--- src/rtl/c_register_block_pipelined.sv ---
// c_register_block_pipelined: C operand delay line, depth 0..MAX_DEPTH chosen by a scan-loaded config chain.
// Optional per-byte parity checking on the stages when C_REG_PARITY_EN is defined.
module c_register_block_pipelined #(
   parameter int WIDTH          = 48,
   parameter int MAX_DEPTH      = 2,
   parameter int FORCE_DEPTH_EN = 0,
   parameter int FORCED_DEPTH   = MAX_DEPTH
) (
   input  logic                 clk,
   input  logic                 rst_n,
   input  logic [WIDTH-1:0]     C,
   input  logic                 RSTC,
   input  logic                 CEC,
   output logic [WIDTH-1:0]     C_MUX,
   output logic [WIDTH-1:0]     C_reg,
   output logic                 C_valid,
   input  logic                 configuration_input,
   input  logic                 configuration_enable,
   output logic                 configuration_output
`ifdef C_REG_PARITY_EN
   ,
   output logic                 parity_err
`endif
);
   localparam int DW = $clog2(MAX_DEPTH + 1);

   logic              is_rstc_inverted;
   logic [DW-1:0]     creg_depth;
   logic [DW-1:0]     eff_depth;
   logic [DW-1:0]     fill;
   logic [DW+1:0]     chain_next;
   logic              rstc_x;
   logic [WIDTH-1:0]  stg [1:MAX_DEPTH];
   logic [WIDTH-1:0]  tap [0:MAX_DEPTH];

   // Chain shifts toward creg_depth[0]; the scan input lands in the inversion bit.
   assign chain_next = {configuration_input, is_rstc_inverted, creg_depth};

   always_ff @(posedge clk or negedge rst_n)
      if (!rst_n)
         {is_rstc_inverted, creg_depth} <= '0;
      else if (configuration_enable)
         {is_rstc_inverted, creg_depth} <= chain_next[DW+1:1];

   assign configuration_output = creg_depth[0];
   assign rstc_x               = RSTC ^ is_rstc_inverted;
   assign eff_depth = (FORCE_DEPTH_EN != 0) ? DW'(FORCED_DEPTH)
                    : (creg_depth > DW'(MAX_DEPTH)) ? DW'(MAX_DEPTH) : creg_depth;

   always_ff @(posedge clk or negedge rst_n)
      if (!rst_n)
         for (int k = 1; k <= MAX_DEPTH; k++) stg[k] <= '0;
      else if (rstc_x)
         for (int k = 1; k <= MAX_DEPTH; k++) stg[k] <= '0;
      else if (CEC) begin
         stg[1] <= C;
         for (int k = 2; k <= MAX_DEPTH; k++) stg[k] <= stg[k-1];
      end

   always_comb begin
      tap[0] = C;
      for (int k = 1; k <= MAX_DEPTH; k++) tap[k] = stg[k];
   end

   assign C_MUX = tap[eff_depth];
   assign C_reg = stg[MAX_DEPTH];

   // Any config shift invalidates the contents, but the data stages keep moving.
   always_ff @(posedge clk or negedge rst_n)
      if (!rst_n)
         fill <= '0;
      else if (rstc_x || configuration_enable)
         fill <= '0;
      else if (CEC && fill < eff_depth)
         fill <= fill + 1'b1;

   assign C_valid = rst_n & (fill >= eff_depth);

`ifdef C_REG_PARITY_EN
   localparam int NB = WIDTH / 8;

   logic [NB-1:0] pst  [1:MAX_DEPTH];
   logic [NB-1:0] ptap [0:MAX_DEPTH];

   function automatic logic [NB-1:0] byte_par(input logic [WIDTH-1:0] d);
      byte_par = '0;
      for (int b = 0; b < NB; b++) byte_par[b] = ^d[8*b +: 8];
   endfunction

   always_ff @(posedge clk or negedge rst_n)
      if (!rst_n)
         for (int k = 1; k <= MAX_DEPTH; k++) pst[k] <= '0;
      else if (rstc_x)
         for (int k = 1; k <= MAX_DEPTH; k++) pst[k] <= '0;
      else if (CEC) begin
         pst[1] <= byte_par(C);
         for (int k = 2; k <= MAX_DEPTH; k++) pst[k] <= pst[k-1];
      end

   always_comb begin
      ptap[0] = '0;
      for (int k = 1; k <= MAX_DEPTH; k++) ptap[k] = pst[k];
   end

   always_ff @(posedge clk or negedge rst_n)
      if (!rst_n)
         parity_err <= 1'b0;
      else if (rstc_x)
         parity_err <= 1'b0;
      else if (eff_depth != '0 && byte_par(C_MUX) != ptap[eff_depth])
         parity_err <= 1'b1;
`endif
endmodule

--- config.mk ---
export PLATFORM = sky130hd
export DESIGN_NAME = c_register_block_pipelined
export DESIGN_NICKNAME = d
export VERILOG_FILES = /design/src/rtl/c_register_block_pipelined.sv
export SDC_FILE = /design/constraint.sdc
export NUM_CORES = 1
export LEC_CHECK = 0
export CORE_ASPECT_RATIO = 0.6
export CORE_UTILIZATION = 35
export DETAILED_ROUTE_END_ITERATION = 8
export DONT_BUFFER_PORTS = 1
export GPL_TIMING_DRIVEN = 0
export PLACE_DENSITY = 0.46
export SLEW_MARGIN = 20
export SYNTH_ARGS = -nofsm -noshare
export SYNTH_HDL_FRONTEND = slang
export SYNTH_SLANG_ARGS = --single-unit
--- constraint.sdc ---
create_clock -name clk -period 4.3 [get_ports clk]
set_input_delay 1.29 -clock clk [delete_from_list [all_inputs] [get_ports clk]]
set_output_delay 1.29 -clock clk [all_outputs]
set_load 0.01 [all_outputs]
==> metrics.md, run 1 <==
| Metric | Value |
|---|---|
| Post-route antenna net violation count | 0 |
| Synth Area in Adders | 0.230% |
| Placement Rows | 34 |
| CTS H-tree depth | 3 |
| Max Freq | 297 MHz |
| Yosys cell types | 19 |
| RSZ-0062 raised after global routing | false |
| Slew @ Worst Pin | 0.605 ns |
| Final hold violation count | 0 |
| Worst skew pair latency | 0.34 ns |
| Mapped Nets | 596 |
| LEAKAGE | 0.00299 uW |
| DR vias/cell | 4.94 |
| PostCTS Resize Cnt | 0 |
| Clock sink count | 101 |
| DRC violations left | 0 |
| Crit path kind | reg2out |
| GPL Wtd Cong | 0.783 |
| Placed inst area | 5690 um^2 |
| Die area | 16,100 um^2 |
| Mapped cell area | 5450 um^2 |
| Layout Skew | 0.00944 ns |
| Fin. max-slew vios | 0 |
| Cells after Synth | 541 |
| WP data required | 3.01 ns |
| Peak supply drop | 0.172 mV |
| Flops & latches, synth | 101 |
| IO Count | 152 |
| Vias after detailed routing | 3,731 |
| Core footprint | 14,800 um^2 |
| Number of diodes | 0 |
| Area growth, synth to finish | 9.70% |
| Design Area, Final | 5970 um^2 |
| CP arrival | 2.07 ns |
| Most common cell in the netlist | mux2i_1 |
| Remaining Overflow, GRT | 0 |
| Initial Util | 36.7% |
| Outcome | finished, final reports clean |
| Critical Path Start Type | flop |
| Die W | 163 um |
| Global-route wire length before repair | 22,500 um |
| Root Driver | clkbuf_16 |
| Post-Place Cells | 739 |
| Pre-CTS setup slack | 1.21 ns |
| Layout cells sized above 1 | 16.7% |
| Yosys top cell area share | 46.4% |
| Yosys warning count | 0 |
| Cell taking the most area after synthesis | dfrtp_1 |
| Tot GR Track Use | 18.3% |
| Final std cells w/o fill | 755 |
| Largest net degree at the start of global routing | 103 |
| Reg area | 2530 um^2 |
| Crit Path Max Fanout | 10 |
| FILL cells | 1,506 |
| Worst Setup Slack, final | 0.939 ns |
| Pwr Total | 2410 uW |
| Number of max-cap violations | 0 |
| Post-Synth XOR/XNOR Area | 0.460% |
| Routed WL | 14,200 um |
| Clock Tree Buf Depth | 2 |
| DPL Wire Length | 9910 um |
| Avg Cell Area, Syn | 10.1 um^2 |
| Synth top area cells | dfrtp_1, mux2i_1, buf_4 |
| Vias in the first global route | 3,891 |
| Setup bufs post-CTS | 0 |
| Main combinational cell family by area after synthesis | multiplexers |
| Int Power | 1640 uW |
| Drt wl/cell | 18.8 um |
| Num CTS Buffers | 9 |
| Post-CTS Hold Fix Bufs | 0 |
| Post-synth EDFFs | 0 |
| PwrDens | 403 nW/um^2 |
| IO Port Bufs | 0 |
| Crit path capture type | primary output |
| Slew headroom | 59.7% |
| Mux share of post-synthesis cell area | 26.9% |
| Worst-path clk slew | 0.07 ns |
| Initial antenna violation count | 0 |
| DR iter-0 viols | 184 |
| Ys flop type | dfrtp_1 |
| Reg power frac | 45.5% |
| Area of the multi-input gates | 2350 um^2 |
| Final-layout setup total negative slack | 0 ns |
| Sw frac | 31.6% |
| Die Y-Extent | 98.6 um |
| Logic gate share of total power | 22.1% |
| Post-synth ARST share | 100% |
| Post-synthesis simple-gate area fraction | 10.6% |
| Compound-gate portion of the synthesized area | 4.96% |
| Clock group share of total power | 32.4% |
| P_sw | 761 uW |
| Layout Nets | 607 |
| Post-synth top cells | mux2i_1, dfrtp_1, nor2_1, buf_4, o21ai_0 |
| Drt first pass iters | 4 |
| Seq/Total Area, Yosys | 46.4% |
| Fin crit period | 3.36 ns |
| CTS tree | done |
| Tcrit/Tclk final | 78.2% |
| HP Class | reg2reg |
| Final setup viols | 0 |
## cell families after synthesis
family / Yosys count
buffers and inverters: 88
xor gates and xnor gates: 2
muxes: 146
adders and majority gates: 1
and+or+nand+nor: 150
AOI/OAI and AO/OA: 53
DFF: 101
## final cells by class
class,count,area share [%]
inverter,2,0.126
tap,198,4.15
clock buffer,12,4.13
multi-input combinational,352,39.4
sequential,101,42.3
clock inverter,4,0.566
buffer,86,9.36
## path summary, 6_finish.rpt
path	end	from	cells past startpoint	slack, ns
hold reg to reg	fill[0]$_DFFE_PN0P_	fill[0]$_DFFE_PN0P_	1	0.53
min in group asynchronous	C_reg[8]$_DFFE_PN0P_	rst_n	0	0.63
setup / recovery	C_valid	creg_depth[1]$_DFFE_PN0P_	6	0.94
setup reg to reg	fill[1]$_DFFE_PN0P_	creg_depth[1]$_DFFE_PN0P_	7	2.49
hold / removal	fill[0]$_DFFE_PN0P_	fill[0]$_DFFE_PN0P_	1	0.53
max in group asynchronous	C_reg[34]$_DFFE_PN0P_	rst_n	0	3.53
## worst max-delay path, cell delays in order, from the launching register on
cell and delay, ns:
dfrtp_1 0.32, buf_2 0.19, buf_2 0.27, inv_1 0.08, ha_1 0.31, o21ai_0 0.09, a21boi_0 0.47
## metal layers
layer  GRT usage, %  vias to the layer above  wire (um)  share of wire, %
li1               -                     1778          -                 -
met3           6.27                        9       1150               8.1
met1           26.5                     1840       7000                49
met2           26.3                      104       5930                42
met4           3.88                        0        110              0.78
met5              0                        -          0                 0
## through the flow
step	utilization [%]	hold slack (ns)
after floorplan	-	0.473
after global routing	40.2	0.563
after global placement	38.3	0.485
after detailed placement	38.3	0.521
after CTS	40.2	0.537
final	40.2	0.533
## power by group through the flow
stage / Clock, uW / Combinational (uW) / Sequential [uW]
final: 779 / 533 / 1090
after global routing: 838 / 588 / 1100
after CTS: 810 / 544 / 1090
after detailed placement: 0 / 543 / 1110
after global placement: 0 / 536 / 1110
after floorplan: 0 / 425 / 1090
## layout by cell type (no fill, tap or decap), types with 3 or more instances in the layout
| master | instances |
|---|---|
| buf_2 | 18 |
| buf_4 | 57 |
| clkbuf_1 | 13 |
| clkbuf_16 | 9 |
| clkinv_4 | 3 |
| dfrtp_1 | 101 |
| mux2i_1 | 144 |
| nand2_1 | 49 |
| nor2_1 | 96 |
| o21ai_0 | 50 |
(Power assumes the default switching activity.)
==> inputs of run 2 (changes only) <==
--- a/config.mk
+++ b/config.mk
@@ -10,7 +10,7 @@
 export DETAILED_ROUTE_END_ITERATION = 8
 export DONT_BUFFER_PORTS = 1
 export GPL_TIMING_DRIVEN = 0
-export PLACE_DENSITY = 0.46
+export PLACE_DENSITY = 0.48
 export SLEW_MARGIN = 20
 export SYNTH_ARGS = -nofsm -noshare
 export SYNTH_HDL_FRONTEND = slang
==> constraint.sdc (replaced) <==
create_clock -name clk -period 3 [get_ports clk]
set_input_delay 0.9 -clock clk [delete_from_list [all_inputs] [get_ports clk]]
set_output_delay 0.9 -clock clk [all_outputs]
set_load 0.01 [all_outputs]
==> metrics.md, run 2 (synthesized netlist as in run 1, its figures left out) <==
| Metric | Value |
|---|---|
| Int Power | 2420 uW (+47%) |
| Post-CTS Hold Fix Bufs | 0 (unchanged) |
| Worst skew pair latency | 0.34 ns (about the same) |
| Max Freq | 355 MHz |
| Reg2reg start | creg_depth[1]$_DFFE_PN0P_ |
| Layout Nets | 607 (unchanged) |
| Slew headroom | 58.0% (-1.7 points) |
| CTS tree | done |
| Vias in the first global route | 3,866 (-0.64%) |
| Reg-to-reg slack, setup | 1.15 ns (-1.34 ns) |
| Outcome | finished, final reports clean |
| Root Driver | clkbuf_16 |
| Setup bufs post-CTS | 0 (unchanged) |
| Initial Util | 36.7% (unchanged) |
| CP arrival | 1.92 ns (-0.15 ns) |
| Crit path capture type | primary output |
| LEAKAGE | 0.00301 uW (+0.63%) |
| DRC violations left | 0 (unchanged) |
| Critical R2R Capture | fill[1]$_DFFE_PN0P_ |
| Die W | 163 um (unchanged) |
| Drt first pass iters | 4 (unchanged) |
| Worst-path clk slew | 0.07 ns (about the same) |
| Final hold violation count | 0 (unchanged) |
| Global-route wire length before repair | 22,000 um (-2.2%) |
| PostCTS Resize Cnt | 1 (+1) |
| IO Port Bufs | 0 (unchanged) |
| Worst reg-to-reg path cell count | 7 (unchanged) |
| Die area | 16,100 um^2 (unchanged) |
| P_sw | 1100 uW (+44%) |
| Tcrit/Tclk final | 93.9% |
| Die Y-Extent | 98.6 um (unchanged) |
| DR vias/cell | 4.96 (+0.43%) |
| FILL cells | 1,484 (-1.5%) |
| Routed WL | 14,100 um (-0.38%) |
| Layout Skew | 0.00572 ns (-0.00372 ns) |
| Fin crit period | 2.82 ns |
| Vias after detailed routing | 3,747 (+0.43%) |
| Reg power frac | 44.5% (-1.0 points) |
| Sw frac | 31.2% (-0.45 points) |
| Critical Path Start Type | flop |
| Pre-CTS setup slack | 0.287 ns (-0.922 ns) |
| Crit path kind | reg2out |
| IO Count | 152 (unchanged) |
| Placement Rows | 34 (unchanged) |
| Final setup viols | 0 (unchanged) |
| DPL Wire Length | 9880 um (-0.36%) |
| GPL Wtd Cong | 0.734 (-6.3%) |
| Drt wl/cell | 18.7 um (-0.38%) |
| Most common cell after layout, fill and taps aside | mux2i_1 |
| Largest net degree at the start of global routing | 103 (unchanged) |
| Clock group share of total power | 33.7% (+1.3 points) |
| Logic gate share of total power | 21.8% (-0.3 points) |
| DR iter-0 viols | 174 (-5.4%) |
| Remaining Overflow, GRT | 0 (unchanged) |
| Num CTS Buffers | 9 (unchanged) |
| Placed inst area | 5690 um^2 (unchanged) |
| PwrDens | 587 nW/um^2 (+46%) |
| HP Class | in2async |
| Post-route antenna net violation count | 0 (unchanged) |
| Area growth, synth to finish | 10.1% |
| Design Area, Final | 6000 um^2 (+0.40%) |
| CTS H-tree depth | 3 (unchanged) |
| Fin. max-slew vios | 0 (unchanged) |
| Slew @ Worst Pin | 0.630 ns (+0.0251 ns) |
| Tot GR Track Use | 18.0% (-0.31 points) |
| WP data required | 2.10 ns (-0.91 ns) |
| Number of max-cap violations | 0 (unchanged) |
| Crit Path Max Fanout | 10 (unchanged) |
| Clock sink count | 101 (unchanged) |
| Worst Setup Slack, final | 0.182 ns (-0.756 ns) |
| Number of diodes | 0 (unchanged) |
| Clock Tree Buf Depth | 2 (unchanged) |
| Core footprint | 14,800 um^2 (unchanged) |
| Layout cells sized above 1 | 17.2% (+0.54 points) |
| Most frequent cells in the layout | mux2i_1, dfrtp_1, nor2_1 |
| Peak supply drop | 0.239 mV (+39%) |
| Initial antenna violation count | 0 (unchanged) |
| RSZ-0062 raised after global routing | true |
==> run 2: area by class of cell <==
class,instances,area [um^2],share of cell area (%)
Sequential cell,101,2530,42.1
Clock buffer,10,229,3.82
Tap cell,198,248,4.13
Buffer,86,561,9.35
Multi-Input combinational cell,352,2350,39.3
Clock inverter,6,70.1,1.17
Inverter,2,7.51,0.125
==> run 2: critical path, cell delays in order, from the launching register on <==
cell and delay [ns]:
dfrtp_1 0.31, buf_2 0.20, buf_2 0.29, inv_1 0.09, ha_1 0.32, o21ai_0 0.11, a21boi_2 0.25
==> run 2: worst max path at each step <==
stage	cells after the start	to	startpoint	slack [ns]
after floorplan	6	C_valid	creg_depth[1]$_DFFE_PN0P_	0.77
after global placement	6	C_valid	creg_depth[1]$_DFFE_PN0P_	0.31
after detailed placement	6	C_valid	creg_depth[1]$_DFFE_PN0P_	0.29
after CTS	6	C_valid	creg_depth[1]$_DFFE_PN0P_	0.03
after global routing	5	C_MUX[43]	creg_depth[1]$_DFFE_PN0P_	-0.005
final	6	C_valid	creg_depth[1]$_DFFE_PN0P_	0.18
==> run 2: power groups by stage <==
stage | Sequential (uW) | Clock (uW) | Combinational [uW]
global placement | 1590 | 0 | 771
detailed placement | 1590 | 0 | 781
finish | 1570 | 1190 | 769
floorplan | 1560 | 0 | 609
global route | 1580 | 1280 | 849
CTS | 1570 | 1230 | 782
==> run 2: stage by stage <==
stage | setup TNS, ns | instances | util (%) | total power [uW] | hold WS, ns
5_1_grt | -0.00506 | 755 | 40.4 | 3710 | 0.226
3_5_place_dp | 0 | 739 | 38.3 | 2370 | 0.498
4_1_cts | 0 | 755 | 40.4 | 3580 | 0.230
6_report | 0 | 755 | 40.4 | 3520 | 0.246
3_3_place_gp | 0 | 739 | 38.3 | 2360 | 0.485
2_1_floorplan | 0 | 541 | - | 2170 | 0.473
==> run 2: routing by layer <==
| layer | routed length (um) | up-vias | GRT usage (%) |
|---|---|---|---|
| met5 | 0 | - | 0 |
| met4 | 83 | 0 | 3.88 |
| met3 | 1150 | 7 | 6.23 |
| met2 | 6060 | 112 | 26.2 |
| met1 | 6840 | 1851 | 25.7 |
| li1 | - | 1777 | - |
==> inputs of run 3 (changes only) <==
--- a/config.mk
+++ b/config.mk
@@ -6,7 +6,9 @@
 export NUM_CORES = 1
 export LEC_CHECK = 0
 export CORE_ASPECT_RATIO = 0.6
+export CORE_MARGIN = 2
 export CORE_UTILIZATION = 35
+export CTS_BUF_LIST = sky130_fd_sc_hd__clkbuf_8
 export DETAILED_ROUTE_END_ITERATION = 8
 export DONT_BUFFER_PORTS = 1
 export GPL_TIMING_DRIVEN = 0
==> metrics.md, run 3 (synthesized netlist as in run 1, its figures left out) <==
| Metric | Value |
|---|---|
| Root Driver | clkbuf_8 |
| Initial Util | 35.6% (-1.0 points) |
| Largest net degree at the start of global routing | 103 (unchanged) |
| Layout cells sized above 1 | 17.1% (-0.15 points) |
| Final setup viols | 0 (unchanged) |
| Int Power | 2150 uW (-11%) |
| Design Area, Final | 5900 um^2 (-1.7%) |
| Crit path capture type | primary output |
| Global-route wire length before repair | 21,800 um (-1.0%) |
| IO Count | 152 (unchanged) |
| Clock sink count | 101 (unchanged) |
| Initial antenna violation count | 0 (unchanged) |
| CTS tree | done |
| Die area | 16,600 um^2 (+3.3%) |
| Vias after detailed routing | 3,745 (-0.053%) |
| DR vias/cell | 4.93 (-0.58%) |
| LEAKAGE | 0.00296 uW (-1.5%) |
| Fin. max-slew vios | 0 (unchanged) |
| Reg2reg start | creg_depth[1]$_DFFE_PN0P_ |
| Tot GR Track Use | 17.3% (-0.72 points) |
| Die Y-Extent | 101 um (+2.0%) |
| Clock Tree Buf Depth | 2 (unchanged) |
| CP arrival | 1.95 ns (+0.03 ns) |
| DPL Wire Length | 9960 um (+0.82%) |
| Slew @ Worst Pin | 0.603 ns (-0.0271 ns) |
| Most frequent cells in the layout | mux2i_1, dfrtp_1, nor2_1 |
| Most common cell after layout, fill and taps aside | mux2i_1 |
| Max Freq | 351 MHz (-1.2%) |
| Tcrit/Tclk final | 95.0% (+1.1 points) |
| WP data required | 2.10 ns (about the same) |
| Number of diodes | 0 (unchanged) |
| Clock group share of total power | 27.3% (-6.4 points) |
| Pre-CTS setup slack | 0.286 ns (-0.00107 ns) |
| RSZ-0062 raised after global routing | false |
| DR iter-0 viols | 167 (-4.0%) |
| Num CTS Buffers | 9 (unchanged) |
| P_sw | 1060 uW (-3.0%) |
| Logic gate share of total power | 24.0% (+2.2 points) |
| Placement Rows | 35 (+2.9%) |
| Reg-to-reg slack, setup | 1.20 ns (+0.05 ns) |
| Critical R2R Capture | fill[1]$_DFFE_PN0P_ |
| Fin Hold WS | 0.215 ns (-0.0307 ns) |
| Drt wl/cell | 18.9 um (+0.76%) |
| Vias in the first global route | 3,890 (+0.62%) |
| Critical Path Start Type | flop |
| Routed WL | 14,300 um (+1.3%) |
| Worst reg-to-reg path cell count | 7 (unchanged) |
| Sw frac | 33.1% (+1.9 points) |
| FILL cells | 1,514 (+2.0%) |
| DRC violations left | 0 (unchanged) |
| Number of max-cap violations | 0 (unchanged) |
| Layout Nets | 607 (unchanged) |
| Worst skew pair latency | 0.37 ns (+0.03 ns) |
| Final-layout setup total negative slack | 0 ns (unchanged) |
| HP Class | in2async |
| Worst-path clk slew | 0.10 ns (+0.03 ns) |
| Post-route antenna net violation count | 0 (unchanged) |
| Final hold violation count | 0 (unchanged) |
| Placed inst area | 5700 um^2 (+0.11%) |
| CTS H-tree depth | 3 (unchanged) |
| PwrDens | 545 nW/um^2 (-7.1%) |
| Crit path kind | reg2out |
| Peak supply drop | 0.258 mV (+8.2%) |
| Drt first pass iters | 5 (+1) |
| Crit Path Max Fanout | 10 (unchanged) |
| IO Port Bufs | 0 (unchanged) |
| Pwr Total | 3220 uW (-8.7%) |
| GPL Wtd Cong | 0.769 (+4.8%) |
| Die W | 165 um (+1.2%) |
| Reg power frac | 48.7% (+4.2 points) |
| Fin crit period | 2.85 ns (+0.0334 ns) |
| Remaining Overflow, GRT | 0 (unchanged) |
| Core footprint | 15,300 um^2 (+2.9%) |
| Slew headroom | 59.4% (+1.4 points) |
| Area growth, synth to finish | 8.27% |
| Outcome | finished, final reports clean |
| Layout Skew | 0.00740 ns (+0.00168 ns) |
| Setup bufs post-CTS | 0 (unchanged) |
| Worst Setup Slack, final | 0.149 ns (-0.0334 ns) |
[run 3: changes by cell type in the layout (fill, tap and decap cells not counted), sizes merged]
cell / delta
clkbuf: -1
clkinv: +1
inv: -1
[run 3: metrics by stage]
step	std cells	utilization, %
finish	759	38.6
global route	759	38.6
CTS	759	38.5
detailed placement	744	37.3
global placement	744	37.3
floorplan	541	-
[run 3: repair_timing]
action                     in CTS  in global routing
hold endpoints to repair        0                  0
gates resized for setup         1                  7
setup endpoints to repair       1                 15
hold buffers                    0                  0
gates cloned                    0                  0
[run 3: layout make-up]
cell class	instances	area, um^2	share of cell area, %
buffer	86	563	9.55
clock buffer	9	124	2.10
clock inverter	6	65.1	1.10
inverter	2	7.51	0.127
multi-input combinational	352	2350	39.9
sequential	101	2530	42.9
tap	203	254	4.31
[run 3: per-layer routing]
layer | global-route usage [%] | vias up | part of all wire, %
li1 | - | 1778 | -
met1 | 24.5 | 1818 | 47
met2 | 24.7 | 132 | 41
met3 | 7.16 | 17 | 11
met4 | 3.81 | 0 | 1.1
met5 | 0 | - | 0
[run 3: worst max-delay path by stage]
stage	start	to	slack, ns	cells past startpoint
after floorplan	creg_depth[1]$_DFFE_PN0P_	C_valid	0.77	6
after global placement	creg_depth[1]$_DFFE_PN0P_	C_valid	0.31	6
after detailed placement	creg_depth[1]$_DFFE_PN0P_	C_valid	0.29	6
after CTS	creg_depth[1]$_DFFE_PN0P_	C_valid	0.006	6
after global routing	creg_depth[1]$_DFFE_PN0P_	C_valid	0.006	6
final	creg_depth[0]$_DFFE_PN0P_	C_MUX[39]	0.15	5
[run 3: worst max-delay path: stages (launching register included)]
cell and delay (ns):
dfrtp_1 0.42, buf_2 0.20, buf_4 0.24, buf_4 0.27, mux2i_1 0.10, o21ai_0 0.34
[run 3: power by group through the flow]
stage | Combinational [uW] | Clock, uW | Sequential (uW)
floorplan | 609 | 0 | 1560
global placement | 772 | 0 | 1590
detailed placement | 780 | 0 | 1590
CTS | 781 | 909 | 1570
global route | 848 | 963 | 1580
finish | 770 | 878 | 1570
